--- config.mk ---
export PLATFORM = sky130hd
export DESIGN_NAME = cpu_bus_serdes
export DESIGN_NICKNAME = d
export VERILOG_FILES = /design/src/rtl/cpu_bus_serdes.sv
export SDC_FILE = /design/constraint.sdc
export NUM_CORES = 1
export LEC_CHECK = 0
export ABC_CLOCK_PERIOD_IN_PS = 2750
export CAP_MARGIN = 25
export CORE_ASPECT_RATIO = 0.75
export CORE_UTILIZATION = 36
export DETAILED_ROUTE_END_ITERATION = 10
export DONT_BUFFER_PORTS = 1
export GPL_TIMING_DRIVEN = 0
export REMOVE_ABC_BUFFERS = 1
export SYNTH_ARGS = -nofsm -noshare
export SYNTH_HDL_FRONTEND = slang
export SYNTH_SLANG_ARGS = --single-unit
--- constraint.sdc ---
create_clock -name clk -period 2.75 [get_ports clk]
set_input_delay 0.55 -clock clk [delete_from_list [all_inputs] [get_ports clk]]
set_output_delay 0.55 -clock clk [all_outputs]
set_load 0.01 [all_outputs]
--- src/rtl/cpu_bus_serdes.sv ---
// cpu_bus_serdes: bridge from a wide parallel CPU bus to narrow chip pads.
// Sends address and write data LSB lane first on addr_out/bus_out. For a read it turns
// the bidirectional lane around for one cycle and then shifts read data in from bus_in.
// Optional feature macro: SERDES_WAIT_EN. When it is defined, the pad_rdy input is added
// and a SEND or RECV beat completes only on an edge where pad_rdy is high.
// Every output comes from a flop. Each flop loads the value for the state being entered,
// so the pads see each beat in the same cycle that the FSM is in it.

module cpu_bus_serdes #(
    parameter int unsigned ADDR_W = 32,
    parameter int unsigned DATA_W = 32,
    parameter int unsigned LANE_W = 8
) (
    input  logic              clk,
    input  logic              rst_n,
    input  logic              cpu_req,
    input  logic              cpu_we,
    input  logic [ADDR_W-1:0] cpu_addr,
    input  logic [DATA_W-1:0] cpu_wdata,
    output logic [DATA_W-1:0] cpu_rdata,
    output logic              cpu_ack,
    output logic              busy,
    output logic [LANE_W-1:0] addr_out,
    output logic [LANE_W-1:0] bus_out,
    input  logic [LANE_W-1:0] bus_in,
    output logic [LANE_W-1:0] bus_oe,
`ifdef SERDES_WAIT_EN
    input  logic              pad_rdy,
`endif
    output logic              pad_frame,
    output logic              pad_we
);

    localparam int unsigned AB   = ADDR_W / LANE_W;
    localparam int unsigned DB   = DATA_W / LANE_W;
    localparam int unsigned SB   = (AB > DB) ? AB : DB;
    localparam int unsigned CntW = $clog2(16) + 1;

    typedef enum logic [2:0] {StIdle, StSend, StTurn, StRecv, StDone} state_e;

    state_e              state_q, state_d;
    logic [CntW-1:0]     beat_q, beat_d;
    logic [ADDR_W-1:0]   addr_sr_q, addr_sr_d;
    logic [DATA_W-1:0]   wdata_sr_q, wdata_sr_d;
    logic                we_q, we_d;
    logic [DATA_W-1:0]   rx_sr_q, rx_sr_d;
    logic [DATA_W-1:0]   rdata_q, rdata_d;

    logic [LANE_W-1:0]   addr_out_q, addr_out_d;
    logic [LANE_W-1:0]   bus_out_q, bus_out_d;
    logic [LANE_W-1:0]   bus_oe_q, bus_oe_d;
    logic                frame_q, frame_d;
    logic                pad_we_q, pad_we_d;
    logic                busy_q, busy_d;
    logic                ack_q, ack_d;

    logic                beat_done;

`ifdef SERDES_WAIT_EN
    assign beat_done = pad_rdy;
`else
    assign beat_done = 1'b1;
`endif

    // Next-state: sequencing, capture, and shifting of the lane registers.
    always_comb begin
        state_d    = state_q;
        beat_d     = beat_q;
        addr_sr_d  = addr_sr_q;
        wdata_sr_d = wdata_sr_q;
        we_d       = we_q;
        rx_sr_d    = rx_sr_q;
        rdata_d    = rdata_q;
        unique case (state_q)
            StIdle: begin
                if (cpu_req) begin
                    state_d    = StSend;
                    beat_d     = '0;
                    addr_sr_d  = cpu_addr;
                    wdata_sr_d = cpu_wdata;
                    we_d       = cpu_we;
                end
            end
            StSend: begin
                if (beat_done) begin
                    // Shifting right presents the next lane and brings in zeros past the end.
                    addr_sr_d  = addr_sr_q >> LANE_W;
                    wdata_sr_d = wdata_sr_q >> LANE_W;
                    if (beat_q == CntW'(SB - 1)) begin
                        state_d = we_q ? StDone : StTurn;
                        beat_d  = '0;
                    end else begin
                        beat_d = beat_q + CntW'(1);
                    end
                end
            end
            StTurn: begin
                state_d = StRecv;
                beat_d  = '0;
            end
            StRecv: begin
                if (beat_done) begin
                    // Each new lane enters at the top, so the first lane ends up at lane 0.
                    rx_sr_d = rx_sr_q >> LANE_W;
                    rx_sr_d[DATA_W-1 -: LANE_W] = bus_in;
                    if (beat_q == CntW'(DB - 1)) begin
                        state_d = StDone;
                        beat_d  = '0;
                        rdata_d = rx_sr_d;
                    end else begin
                        beat_d = beat_q + CntW'(1);
                    end
                end
            end
            StDone: begin
                state_d = StIdle;
            end
            default: begin
                state_d = StIdle;
            end
        endcase
    end

    // Output next values, decoded from the state being entered.
    always_comb begin
        addr_out_d = '0;
        bus_out_d  = '0;
        bus_oe_d   = '0;
        frame_d    = 1'b0;
        pad_we_d   = 1'b0;
        busy_d     = (state_d != StIdle);
        ack_d      = (state_d == StDone);
        if (state_d != StIdle) begin
            pad_we_d = we_d;
        end
        if (state_d == StSend) begin
            addr_out_d = addr_sr_d[LANE_W-1:0];
            frame_d    = (beat_d == '0);
            if (we_d) begin
                bus_out_d = wdata_sr_d[LANE_W-1:0];
                bus_oe_d  = {LANE_W{1'b1}};
            end
        end
    end

    // State, capture and output registers.
    always_ff @(posedge clk or negedge rst_n) begin
        if (!rst_n) begin
            state_q    <= StIdle;
            beat_q     <= '0;
            addr_sr_q  <= '0;
            wdata_sr_q <= '0;
            we_q       <= 1'b0;
            rx_sr_q    <= '0;
            rdata_q    <= '0;
            addr_out_q <= '0;
            bus_out_q  <= '0;
            bus_oe_q   <= '0;
            frame_q    <= 1'b0;
            pad_we_q   <= 1'b0;
            busy_q     <= 1'b0;
            ack_q      <= 1'b0;
        end else begin
            state_q    <= state_d;
            beat_q     <= beat_d;
            addr_sr_q  <= addr_sr_d;
            wdata_sr_q <= wdata_sr_d;
            we_q       <= we_d;
            rx_sr_q    <= rx_sr_d;
            rdata_q    <= rdata_d;
            addr_out_q <= addr_out_d;
            bus_out_q  <= bus_out_d;
            bus_oe_q   <= bus_oe_d;
            frame_q    <= frame_d;
            pad_we_q   <= pad_we_d;
            busy_q     <= busy_d;
            ack_q      <= ack_d;
        end
    end

    assign cpu_rdata = rdata_q;
    assign cpu_ack   = ack_q;
    assign busy      = busy_q;
    assign addr_out  = addr_out_q;
    assign bus_out   = bus_out_q;
    assign bus_oe    = bus_oe_q;
    assign pad_frame = frame_q;
    assign pad_we    = pad_we_q;

endmodule

======== Word-level counts from Yosys, hierarchy flattened ========
Cells that the tools add are included.
word-level totals
  register bits after elaboration ......... 165
  logic and storage cells ................. 52
operators by class
  muxes and demuxes ....................... 21
  $add $sub $neg .......................... 1
  equality and inequality tests ........... 7
  reduce and logical (&&, ||, !) cells .... 7
operators by type and width
  kind                                                                    count
  32-bit one-hot mux with 2 select lines                                  2
  32-bit 2-to-1 mux                                                       2
  8-bit 2-to-1 mux                                                        5
  5-bit one-hot mux with 3 select lines                                   1
  3-bit 2-to-1 mux                                                        4
  3-bit one-hot mux with 4 select lines                                   1
  5-bit 2-to-1 mux                                                        2
  3-bit by 1-bit equality test with 1-bit output (second input constant)  2
  3-bit by 2-bit equality test with 1-bit output (second input constant)  2
  5-bit by 1-bit adder with 5-bit output (second input constant)          1
  5-bit by 2-bit equality test with 1-bit output (second input constant)  1
  5-bit logical NOT                                                       1
  1-bit 2-to-1 mux                                                        4
  2-bit AND reduction                                                     2
  3-bit equality test (second input constant)                             1
  3-bit logical NOT                                                       1
  3-bit nonzero test                                                      1
  2-bit inequality test (second input constant)                           1
  2-bit nonzero test                                                      1
  2-bit OR reduction                                                      1

======== Longest topological paths before layout ========
Gate-level depths: netlist of the first run.
  depth in word-level cells ............... 5
  mapped depth ............................ 7
  mapped depth without buffers ............ 5

======== Worst setup path after synthesis of the first run ========
No wires, ideal clock.
  kind .................................... reg-to-reg
  from .................................... register beat_q[0]
  to ...................................... register rdata_q[10] (netlist: cpu_rdata[10])
  path slack .............................. 1.043 ns
  stages on the path, launching flop included .. 6
  required time ........................... 2.622 ns
  buffers on the path ..................... 1
  setup time .............................. 0.128 ns
  arrival time ............................ 1.580 ns
  cell sequence ........................... dfrtp_1 ha_1 nor4b_2 nand3_1 buf_2 mux2_1
on the way
  longest elaborated chain between the ends .. 2
ends and longest elaborated chain
  item                                            line  text
  from (decl)                                     42    logic [CntW-1:0] beat_q, beat_d;
  from (signal assigned)                          165   beat_q <= beat_d;
  5-bit by 2-bit equality test with 1-bit output  106   if (beat_q == CntW'(DB - 1)) begin
  2-bit AND reduction (no source line)            -
  to (signal assigned)                            170   rdata_q <= rdata_d;
  to (decl)                                       47    logic [DATA_W-1:0] rdata_q, rdata_d;
Every way passes these cells.
A chain may end at the register's enable or synchronous reset.

======== Worst setup path after layout of the first run ========
  from .................................... register state_q[0]
  to ...................................... register rx_sr_q[24]
on the way
  longest elaborated chain between the ends .. 1
ends and longest elaborated chain
  item                                            line  text
  from (decl)                                     41    state_e state_q, state_d;
  from (signal assigned)                          149   state_q <= StIdle;
  from (signal assigned)                          164   state_q <= state_d;
  3-bit by 2-bit equality test with 1-bit output  74    unique case (state_q)
  to (signal assigned)                            169   rx_sr_q <= rx_sr_d;
  to (decl)                                       46    logic [DATA_W-1:0] rx_sr_q, rx_sr_d;
Every way passes these cells.

==> impl_metrics.toml, run 1 <==
[setup_path]
cp.arrival_ns = 2.78
crit_path_end_kind = "flip-flop"
critical_path_required_ns = 3.04
startpoint_type = "flip-flop"
worstPathMaxFanout = 18
setup.worst_path.class = "reg -> reg"

[drt]
drt-initial-drc-count = 367
vias_per_cell = 5.48
detail-route-antenna-nets = 0
detailroute.via_count = 3418
routed_wire_length_per_instance_um = 18.5
totalWireLength_um = 11600
first_pass_iters = 8
post-route-drc-count = 0

[yosys]
synth_compound_gate_area_share = 0.127
yosys_register_bits = 150
prevailing_post_synth_register_cell = "sky130_fd_sc_hd__dfrtp_1"
synthesis.area_per_instance_um2 = 13.8
yosys.area.top_type = "sky130_fd_sc_hd__dfrtp_1"
synth_top_cells_by_area = "sky130_fd_sc_hd__dfrtp_1, sky130_fd_sc_hd__mux2_2, sky130_fd_sc_hd__a222oi_1, sky130_fd_sc_hd__inv_1, sky130_fd_sc_hd__a22o_1"
synthesis.yosys.warnings = 0
yosys.area.top_type_share = 0.649
yosys.area_share.adder = 0.00216
mappedNetlistArea_um2 = 5780
synth_seq_area_share = 0.649
post_synth_xor_area_fraction = 0.00151
muxShareOfSynthArea = 0.111
synth_cells = 419
synth_top_family_by_area = "compound AO/OA/AOI/OAI gates"
synth_simple_gate_area_frac = 0.0428
synth_edf_count = 0
synthDistinctLibCells = 34
ys_async_sr_fraction = 1.00

[timing]
setup_violations = 0
fin_setup_tns_ns = 0
final-max-slew-violation-count = 0
timing.slew.headroom = 0.360
final_hold_viol_count = 150
fin_ws_ns = 0.256
post-route-period-util = 0.907
skew_ns = 0.0136
fin_crit_ns = 2.49
fmax_ghz = 0.401
max_slew.worst_pin.slew_ns = 0.955
setup_repair_after_global_routing_missed_its_margin = "no"
fin_worst_hold_slack_ns = -0.170

[floorplan]
die_width_um = 148
placeableCoreArea_um2 = 15500
num_rows = 39
fp.dieArea_um2 = 16600
dieHeight_um = 112
floorplan.initialDensity = 0.374
boundaryPins = 136

[job]
max_cap_violations = 0

[clock_tree]
cts_made_buffers = 17
clock_sink_count = 150
cts_post_setup_buffers_inserted = 0
clockBufferDepth = 2
clkSlewWorstSetupHoldPaths_ns = 0.06
cts.root.buffer_cell = "sky130_fd_sc_hd__clkbuf_16"
clock_insertion_delay_worst_skew_ns = 0.41
htree_num_levels = 4
cts_tree = "yes"

[cells_and_area]
final_net_count = 484
final_core_utilization = 0.422
area.growth.synth_to_final_pct = 12.8
postLayoutCellArea_um2 = 6520
final-instance-count-excl-fill = 624
insertedDiodeCount = 0
final_layout_size_suffix_gt1_frac = 0.232

[grt]
grt_max_degree = 151
grt_util_all_layers = 0.149
gr-total-overflow = 0
number_of_antenna_violations_at_the_first_check_in_global_routing = 0
first_global_vias = 3562
grt_first_pass_wirelength_um = 19100

[placement]
post-dp-hpwl_um = 7680
buffer_ports.inserted = 0
pre_cts_ws_ns = -0.0497
gp_congestion = 0.746
place.detailed.instances = 593
placedInstanceArea_um2 = 5970

[run_status]
violations = "negative hold slack"
run_status = "finished with violations"

[worst_hold_path]
hp-class = "in -> async"

[power]
leakage_power_figure_nw = 3.27
power-per-cell-area_nw_per_um2 = 1230
vdd.ir_drop.worst_mv = 0.502
p_total_mw = 8.01
kinds of logic (layout without fill, tap and decap cells):
family / Yosys count / count (layout)
and+or+nand+nor: 45 / 45
muxes: 57 / 57
adders and majority gates: 1 / 1
xor gates and xnor gates: 1 / 1
DFF: 150 / 150
AOI/OAI and AO/OA: 78 / 78
buffers and inverters: 87 / 87
registers in the layout, indices dropped and copies added, names as in the netlist, 3 cells and up:
signal / cells
wdata_sr_q: 32
state_q: 3
cpu_rdata: 32
addr_sr_q: 32
beat_q: 5
bus_out: 8
addr_out: 8
rx_sr_q: 24
placed cells by master (no fill, tap or decap), drive strengths merged:
master    Yosys  final
nand2b        2      2
a22o         17     17
and2          1      1
clkinv        0      6
or2           1      1
nand2         8      8
bufinv        0      1
buf          28      6
nor2b         1      1
or4b          1      1
o21ai         2      2
xor2          1      1
nand3         4      4
o41a          1      1
nor4          1      1
dfrtp       150    150
a222oi       48     48
nor3          1      1
clkbuf        9     19
a221o         1      1
a21oi         4      4
o2bb2ai       1      1
ha            1      1
nor2         20     20
nor4b         2      2
mux2         57     57
o211ai        1      1
a31oi         3      3
nor3b         3      3
inv          50     51
clkinvlp      0      4
per-layer routing:
metal	wire length (um)	global-route usage
met1	5170	0.195
met4	100	0.0570
met3	774	0.0545
met5	0	0
met2	5510	0.226
worst max-delay path, cell delays in order (launching register included):
cell and delay [ns]:
sky130_fd_sc_hd__dfrtp_1 0.61, sky130_fd_sc_hd__nor2b_1 0.71, sky130_fd_sc_hd__nand2_1 0.45, sky130_fd_sc_hd__buf_16 0.29, sky130_fd_sc_hd__mux2_2 0.29
cells in the mapped netlist (8+ instances only):
cell type                  instances
sky130_fd_sc_hd__buf_4             9
sky130_fd_sc_hd__a222oi_1         48
sky130_fd_sc_hd__dfrtp_1         150
sky130_fd_sc_hd__buf_2            19
sky130_fd_sc_hd__clkbuf_1          9
sky130_fd_sc_hd__a22o_1           17
sky130_fd_sc_hd__nand2_1           8
sky130_fd_sc_hd__inv_1            50
sky130_fd_sc_hd__mux2_2           53
sky130_fd_sc_hd__nor2_1           19
report_power, final:
part           internal [mW]  switching [mW]  total, mW
Clock                   1.26           0.889       2.15
Combinational           1.01            1.17       2.18
Sequential              3.00           0.678       3.68
Total                   5.27            2.73       8.01
path summary, 6_finish.rpt:
path	start	endpoint	slack [ns]	cells past startpoint
max reg2reg	state_q[0]	rx_sr_q[24]	0.26	4
min reg2reg	rx_sr_q[12]	cpu_rdata[4]	0.48	1
max in group asynchronous	rst_n	wdata_sr_q[5]	2.73	0
min in group clk	cpu_addr[21]	addr_sr_q[21]	0.26	2
min	rst_n	cpu_rdata[1]	-0.17	0
max	state_q[0]	rx_sr_q[24]	0.26	4
cell type report:
class                   count  area (um^2)
clock buffers              19          443
well taps                 205          256
multi-input cells         182         1670
repair buffers              6          109
flip-flops and latches    150         3750
inverters                  50          188
clock inverters            12          106
fillers                  1400         8950
what timing repair did:
action                                  4_1_cts  5_1_grt
resized for setup                             1        0
endpoints found under the setup margin       11        0
hold endpoints to repair                    150      150
Note: power is estimated with default switching activity, not from simulation.
==> run 2: changes to the inputs <==
- SLEW_MARGIN: unset -> 10
==> impl_metrics.toml, run 2 (synthesis gave the netlist of run 1 again) <==
[power]
p_total_mw = 8.27
net-switching-power_mw = 2.78
share_clk_of_total_power = 0.290
vdd.ir_drop.worst_mv = 0.459
leakage_power_figure_nw = 3.31
p_int_mw = 5.49
swShare = 0.336
power-per-cell-area_nw_per_um2 = 1250
power_frac_seq = 0.446
combPwrFrac = 0.264

[timing]
fin_setup_tns_ns = 0
setup_violations = 0
final_hold_viol_count = 150
fmax_ghz = 0.419
fin_ws_ns = 0.364
timing.slew.headroom = 0.426
max_slew.worst_pin.slew_ns = 0.858
fin_worst_hold_slack_ns = -0.171
post-route-period-util = 0.868
skew_ns = 0.0106
fin_crit_ns = 2.39
final-max-slew-violation-count = 0
setup_repair_after_global_routing_missed_its_margin = "no"

[clock_tree]
clock_sink_count = 150
cts_made_buffers = 17
cts_tree = "yes"
postCtsResizedCells = 0
cts_post_setup_buffers_inserted = 0
clock_insertion_delay_worst_skew_ns = 0.42
clkSlewWorstSetupHoldPaths_ns = 0.06
cts.root.buffer_cell = "sky130_fd_sc_hd__clkbuf_16"
clockBufferDepth = 2
htree_num_levels = 4

[floorplan]
fp.dieArea_um2 = 16600
dieHeight_um = 112
boundaryPins = 136
die_width_um = 148
num_rows = 39
placeableCoreArea_um2 = 15500
floorplan.initialDensity = 0.374

[cells_and_area]
final_cell_mix = "sky130_fd_sc_hd__dfrtp_1, sky130_fd_sc_hd__mux2_2, sky130_fd_sc_hd__inv_1, sky130_fd_sc_hd__a222oi_1, sky130_fd_sc_hd__nor2_1"
mostFrequentLayoutCell = "sky130_fd_sc_hd__dfrtp_1"
area.growth.synth_to_final_pct = 14.3
final_core_utilization = 0.427
final_layout_size_suffix_gt1_frac = 0.237
final_net_count = 486
insertedDiodeCount = 0
final-instance-count-excl-fill = 627
postLayoutCellArea_um2 = 6610

[grt]
gr-total-overflow = 0
grt_max_degree = 151
grt_first_pass_wirelength_um = 18900
first_global_vias = 3509
number_of_antenna_violations_at_the_first_check_in_global_routing = 0
grt_util_all_layers = 0.149

[placement]
post-dp-hpwl_um = 7780
placedInstanceArea_um2 = 6000
pre_cts_ws_ns = 0.365
gp_congestion = 0.746
buffer_ports.inserted = 0
place.detailed.instances = 595

[run_status]
violations = "negative hold slack"
run_status = "finished with violations"

[drt]
vias_per_cell = 5.48
detail-route-antenna-nets = 0
routed_wire_length_per_instance_um = 18.6
first_pass_iters = 7
detailroute.via_count = 3437
post-route-drc-count = 0
drt-initial-drc-count = 318
totalWireLength_um = 11700

[setup_path]
critical_path_required_ns = 3.05
crit_path_end_kind = "flip-flop"
setup.worst_path.class = "reg -> reg"
startpoint_type = "flip-flop"
cp.arrival_ns = 2.68
worstPathMaxFanout = 18

[worst_hold_path]
hp-class = "in -> async"

[job]
max_cap_violations = 0
## run 2: final cells by class
type / count / area, um^2
Fill cell: 1402 / 8860
Sequential cell: 150 / 3750
Multi-Input combinational cell: 182 / 1660
Clock buffer: 19 / 443
Tap cell: 205 / 256
Inverter: 50 / 188
Clock inverter: 13 / 169
Timing Repair Buffer: 8 / 140
## run 2: metal layers
layer  global-route usage  vias to the layer above  share of wire
met2                0.221                      136           0.46
met3               0.0574                       16          0.078
met5                    0                        -              0
li1                     -                     1513              -
met1                0.195                     1772           0.45
met4               0.0612                        0          0.016
## run 2: worst max-delay path: stages, from the launching register on
cell and delay (ns):
sky130_fd_sc_hd__dfrtp_1 0.59, sky130_fd_sc_hd__nor2b_1 0.65, sky130_fd_sc_hd__nand2_1 0.45, sky130_fd_sc_hd__buf_16 0.29, sky130_fd_sc_hd__mux2_2 0.28
## run 2: worst paths after layout
| kind | from | to | cells past startpoint | slack [ns] |
|---|---|---|---|---|
| setup / recovery | state_q[0] | rx_sr_q[24] | 4 | 0.36 |
| hold / removal | rst_n | cpu_rdata[1] | 0 | -0.17 |
| setup reg to reg | state_q[0] | rx_sr_q[24] | 4 | 0.36 |
| hold reg to reg | rx_sr_q[15] | cpu_rdata[7] | 1 | 0.48 |
| max in group asynchronous | rst_n | addr_sr_q[11] | 0 | 2.73 |
| min in group clk | cpu_addr[21] | addr_sr_q[21] | 2 | 0.25 |
## run 2: power groups by stage
stage | logic (mW) | registers [mW] | clock network [mW]
floorplan | 1.57 | 3.54 | 0
global placement | 1.95 | 3.69 | 0
detailed placement | 2.22 | 3.73 | 0
CTS | 2.22 | 3.69 | 2.46
global route | 2.41 | 3.79 | 2.54
finish | 2.18 | 3.68 | 2.40
